### config.mk
export PLATFORM = sky130hd
export DESIGN_NAME = regfile_access_master
export DESIGN_NICKNAME = d
export VERILOG_FILES = /design/src/rtl/regfile_access_master.sv
export SDC_FILE = /design/constraint.sdc
export NUM_CORES = 1
export LEC_CHECK = 0
export CORE_ASPECT_RATIO = 1.75
export CORE_MARGIN = 2
export CORE_UTILIZATION = 61
export DETAILED_ROUTE_END_ITERATION = 16
export DONT_BUFFER_PORTS = 1
export HOLD_SLACK_MARGIN = 0.08
export PLACE_DENSITY = 0.77
export SYNTH_ARGS = -nofsm -noshare
export SYNTH_HDL_FRONTEND = slang
export SYNTH_SLANG_ARGS = --single-unit
export TNS_END_PERCENT = 1
### constraint.sdc
create_clock -name CLK -period 2.3 [get_ports CLK]
set_input_delay 0.69 -clock CLK [delete_from_list [all_inputs] [get_ports CLK]]
set_output_delay 0.69 -clock CLK [all_outputs]
set_load 0.1 [all_outputs]
### src/rtl/regfile_access_master.sv
// Command-side initiator for the register file: turns valid/ready commands into
// single-cycle WrEn/RdEn pulses and returns one response per command.
module regfile_access_master #(
    parameter int DATA_W = 16,
    parameter int ADDR_W = 4,
    parameter int DEPTH  = 8
) (
    input  logic              CLK,
    input  logic              RST,
    input  logic              cmd_valid,
    output logic              cmd_ready,
    input  logic              cmd_write,
    input  logic [ADDR_W-1:0] cmd_addr,
    input  logic [DATA_W-1:0] cmd_wdata,
    output logic              rsp_valid,
    input  logic              rsp_ready,
    output logic [DATA_W-1:0] rsp_rdata,
    output logic              rsp_err,
    output logic              WrEn,
    output logic              RdEn,
    output logic [ADDR_W-1:0] Address,
    output logic [DATA_W-1:0] WrData,
    input  logic [DATA_W-1:0] RdData
);

    localparam logic [1:0] S_IDLE    = 2'd0;
    localparam logic [1:0] S_ISSUE   = 2'd1;
    localparam logic [1:0] S_CAPTURE = 2'd2;
    localparam logic [1:0] S_RESP    = 2'd3;

    // One extra bit so DEPTH == 2**ADDR_W would still compare correctly.
    localparam logic [ADDR_W:0] DEPTH_C = (ADDR_W + 1)'(DEPTH);

    logic [1:0]        state_q, state_d;
    logic              wr_en_q, wr_en_d;
    logic              rd_en_q, rd_en_d;
    logic [ADDR_W-1:0] addr_q, addr_d;
    logic [DATA_W-1:0] wdata_q, wdata_d;
    logic              rsp_valid_q, rsp_valid_d;
    logic [DATA_W-1:0] rsp_rdata_q, rsp_rdata_d;
    logic              rsp_err_q, rsp_err_d;
    logic              addr_ok;

    assign addr_ok   = ({1'b0, cmd_addr} < DEPTH_C);
    assign cmd_ready = (state_q == S_IDLE);

    always_comb begin
        state_d     = state_q;
        wr_en_d     = wr_en_q;
        rd_en_d     = rd_en_q;
        addr_d      = addr_q;
        wdata_d     = wdata_q;
        rsp_valid_d = rsp_valid_q;
        rsp_rdata_d = rsp_rdata_q;
        rsp_err_d   = rsp_err_q;
        case (state_q)
            S_IDLE: begin
                if (cmd_valid) begin
                    addr_d  = cmd_addr;
                    wdata_d = cmd_wdata;
                    if (addr_ok) begin
                        wr_en_d = cmd_write;
                        rd_en_d = ~cmd_write;
                        state_d = S_ISSUE;
                    end else begin
                        rsp_valid_d = 1'b1;
                        rsp_rdata_d = '0;
                        rsp_err_d   = 1'b1;
                        state_d     = S_RESP;
                    end
                end
            end
            S_ISSUE: begin
                // The file samples the enable at this edge, so it drops here.
                wr_en_d = 1'b0;
                rd_en_d = 1'b0;
                if (wr_en_q) begin
                    rsp_valid_d = 1'b1;
                    rsp_rdata_d = '0;
                    rsp_err_d   = 1'b0;
                    state_d     = S_RESP;
                end else begin
                    state_d = S_CAPTURE;
                end
            end
            S_CAPTURE: begin
                rsp_valid_d = 1'b1;
                rsp_rdata_d = RdData;
                rsp_err_d   = 1'b0;
                state_d     = S_RESP;
            end
            S_RESP: begin
                if (rsp_ready) begin
                    rsp_valid_d = 1'b0;
                    rsp_rdata_d = '0;
                    rsp_err_d   = 1'b0;
                    state_d     = S_IDLE;
                end
            end
            default: state_d = S_IDLE;
        endcase
    end

    always_ff @(posedge CLK or negedge RST) begin
        if (!RST) begin
            state_q     <= S_IDLE;
            wr_en_q     <= 1'b0;
            rd_en_q     <= 1'b0;
            addr_q      <= '0;
            wdata_q     <= '0;
            rsp_valid_q <= 1'b0;
            rsp_rdata_q <= '0;
            rsp_err_q   <= 1'b0;
        end else begin
            state_q     <= state_d;
            wr_en_q     <= wr_en_d;
            rd_en_q     <= rd_en_d;
            addr_q      <= addr_d;
            wdata_q     <= wdata_d;
            rsp_valid_q <= rsp_valid_d;
            rsp_rdata_q <= rsp_rdata_d;
            rsp_err_q   <= rsp_err_d;
        end
    end

    assign WrEn      = wr_en_q;
    assign RdEn      = rd_en_q;
    assign Address   = addr_q;
    assign WrData    = wdata_q;
    assign rsp_valid = rsp_valid_q;
    assign rsp_rdata = rsp_rdata_q;
    assign rsp_err   = rsp_err_q;

endmodule

==> metrics list <==
- Entering global routing, the biggest net connects 29 pins.
* Final number of setup-violating endpoints: 0
- Average size of a mapped cell: 12.80 sq um
- Combinational family with the most area after synthesis: multiplexers
- Total clock buffers created by CTS: 5
- Setup TNS after final layout: 0 ns
* Via total after detailed routing: 1,127
- Cells after Synth: between 100 and 150
- XOR/XNOR Fraction of Synth Area: 0
- The library cells used most frequently in the layout, excluding fill and tap cells, are sky130_fd_sc_hd__dfrtp_1 (42), sky130_fd_sc_hd__mux2_2 (22), sky130_fd_sc_hd__inv_1 (20), sky130_fd_sc_hd__buf_4 (20), sky130_fd_sc_hd__mux2i_1 (19).
* Most common cell after layout, fill and taps aside: sky130_fd_sc_hd__dfrtp_1
- Of the total synthesized cell area, the portion taken by full adders, half adders and majority gates is 0.04016.
- Dividing the final minimum period by the clock period gives 0.9429.
* Clock net sink count: 42
- Cell variety after synth: 21
- Via count of the first global-routing pass: 1,316
- On the final layout, the worst clock skew is just over 0.006 ns.
- Insertion delay of the later-clocked pin in the worst-skew pair: ~0.29 ns
* Global-route congestion overflow total: 0
* ANT cells: 0
- Measured against its own limit, the worst slew margin works out to 0.3926.
- The Yosys step of the flow raised 0 warnings.
- Multiplexer share of the synthesized area: 0.2343
- Largest driver fanout on the critical path: 7
- Clock-pin slew was measured on the worst setup and hold paths at 0.08 ns.
- Flop and latch count out of synthesis: 42
* Port bufs: 0
- Summing every instance area after synthesis gives 1869 sq um.
- Outcome: complete, no violations
* Worst path required time: about 1.6 ns
- The initial antenna violation count was 0.
* Number of nets produced by synthesis: 193
- Fraction of met1 tracks used by global routing: 0.2194
- DRC: 0
- TritonCTS built the clock tree.
- The first detailed-routing pass took 4 iterations.
- The die covers 3541 sq um.
- Routability-driven placement congestion ratio: 0.6959
* Fraction of layout cells with a size suffix above 1: 0.3256
- HPWL after DPL: 2.518 mm
- Met3 GRT Util: 0.07765
- Worst Setup Start Kind: register
- In this run the worst hold path is classified as in2async.
- For this run, the register share of the synthesized area comes to 0.5622.
- The first global-routing pass estimated 5.699 mm of wire.
* Overall global routing resource usage: 0.2212
* Starting density of the core: 0.6385
* Top area cells in the synthesized netlist: sky130_fd_sc_hd__dfrtp_1 (56%), sky130_fd_sc_hd__mux2_2 (13%), sky130_fd_sc_hd__mux2i_1 (10%), sky130_fd_sc_hd__ha_1 (4.0%), sky130_fd_sc_hd__inv_1 (4.0%)
- The root buffer cell chosen for the clock tree is sky130_fd_sc_hd__clkbuf_8.
- Largest area contributor in the synthesized netlist: sky130_fd_sc_hd__dfrtp_1
- H-tree levels: 2
- Most Used Layer, Global Route: met2
- Start-to-end type of the worst setup path: reg2out
* Crit path capture type: output pin
- Top-area cell type share of the netlist area: 0.5622
- Count of pins over their slew limit: 0
* Nets@finish: 218
* Max Clock Freq: 0.4611 GHz
- Of the total synthesized cell area, the portion taken by AND, OR, NAND and NOR gates is 0.06426.
- In this run the horizontal extent of the chip is 45.85 microns.
* Post-route cell area: roughly 2200 sq um
* Placement row count: 26
- The count of nets left with antenna violations once routing finished came out at 0.
* Arrival @ worst endpoint: 1.48 ns
- In this run the cell area measured after placement is 2013 sq um.
- Dividing the detail-routed via count by the number of cells gives 5.635.
- Least-Margin Pin Slew: 0.9110 ns
- From synthesis to final layout, the design area changed by 17.67%.
* Unrepaired setup endpoints after global routing: no
- Number of buffers between clock root and the deepest sink: 2
* Routed wire length per instance: 16.99 microns
- The final hold violation count was 0.
- The routed design has between 3 and 4 mm of wire.
- Measured along the y axis, the die boundary spans 77.23 microns.
* Met2 Usage GRT: 0.3833
* Utilization of the core after routing: 0.7513
* Reported max-cap violation count: 0
- In this run the standard cell core region covers around 2900 sq um.
- Synth Area in Compound Gates: 0.03280
- Violation count after the first detailed-routing iteration: 15
- Top-level port count: 82
* Final critical-path required period: 2.169 ns
## layer usage
layer / routed length [microns] / vias up
li1: - / 525
met1: 1164 / 532
met2: 1840 / 65
met3: 344 / 5
met4: 47 / 0
met5: 0 / -
## cell type report
type                       instances  area [sq um]
sequential                        42          1051
fill                             189         728.2
multi-input combinational         78         694.4
timing repair buffer              24         201.4
clock buffer                       6         82.58
inverter                          20         75.07
clock inverter                     2         60.06
tap                               28         35.03
## flip-flops by register name, summed over array words and instances (netlist names)
signal / flops
state_q: 2
rsp_rdata: 16
rsp_valid: 1
RdEn: 1
WrEn: 1
WrData: 16
rsp_err: 1
Address: 4
## logic make-up after synthesis
group                      Yosys count
and+or+nand+nor                     25
DFF                                 42
buffers and inverters               26
AOI/OAI and AO/OA                    6
muxes                               41
adders and majority gates            6
## repair_timing
item	in CTS	in global routing
hold buffers	2	1
gates resized for setup	0	1
setup buffers	0	0
endpoints found under the hold margin	28	9
endpoints found under the setup margin	0	1
## worst max-delay path, cell delays in order, from the launching register on
cell                      delay (ns)
sky130_fd_sc_hd__dfrtp_1        0.43
sky130_fd_sc_hd__inv_1          0.15
sky130_fd_sc_hd__ha_1           0.33
sky130_fd_sc_hd__buf_6          0.28
## synthesized netlist by cell type, drive strengths merged
master,number
nand2,17
clkbuf,2
mux2,22
dfrtp,42
buf,4
nor2,3
a2111oi,2
o21ai,2
or4,1
o31ai,1
and2b,1
inv,20
nand2b,1
ha,6
mux2i,19
a211oi,1
nor2b,2
## path summary, 6_finish.rpt
kind                                        endpoint  cells past startpoint  slack, ns                      from
max in group asynchronous     Address[3]$_DFFE_PN0P_                      1       1.24                       RST
max reg2reg                 rsp_rdata[7]$_DFFE_PN0P_                      6       0.31    state_q[0]$_DFFE_PN0P_
max                                        cmd_ready                      3       0.13    state_q[0]$_DFFE_PN0P_
min in group CLK            rsp_rdata[4]$_DFFE_PN0P_                      2       0.52  rsp_rdata[4]$_DFFE_PN0P_
min                        rsp_rdata[15]$_DFFE_PN0P_                      1       0.21                       RST
min reg2reg                 rsp_rdata[4]$_DFFE_PN0P_                      2       0.52  rsp_rdata[4]$_DFFE_PN0P_
## per-stage QoR
| stage | cells | setup slack (ns) | hold slack (ns) |
|---|---|---|---|
| CTS | 199 | 0.07155 | 0.08109 |
| global placement | 189 | 0.4517 | 0.3952 |
| finish | 200 | 0.1313 | 0.2076 |
| detailed placement | 189 | 0.3329 | 0.3952 |
| global route | 200 | 0.03870 | 0.2066 |
| floorplan | 146 | 0.0006180 | 0.3944 |
Power is not shown: default switching activity piles up to over one toggle a cycle in this logic, so the estimate is an artifact.
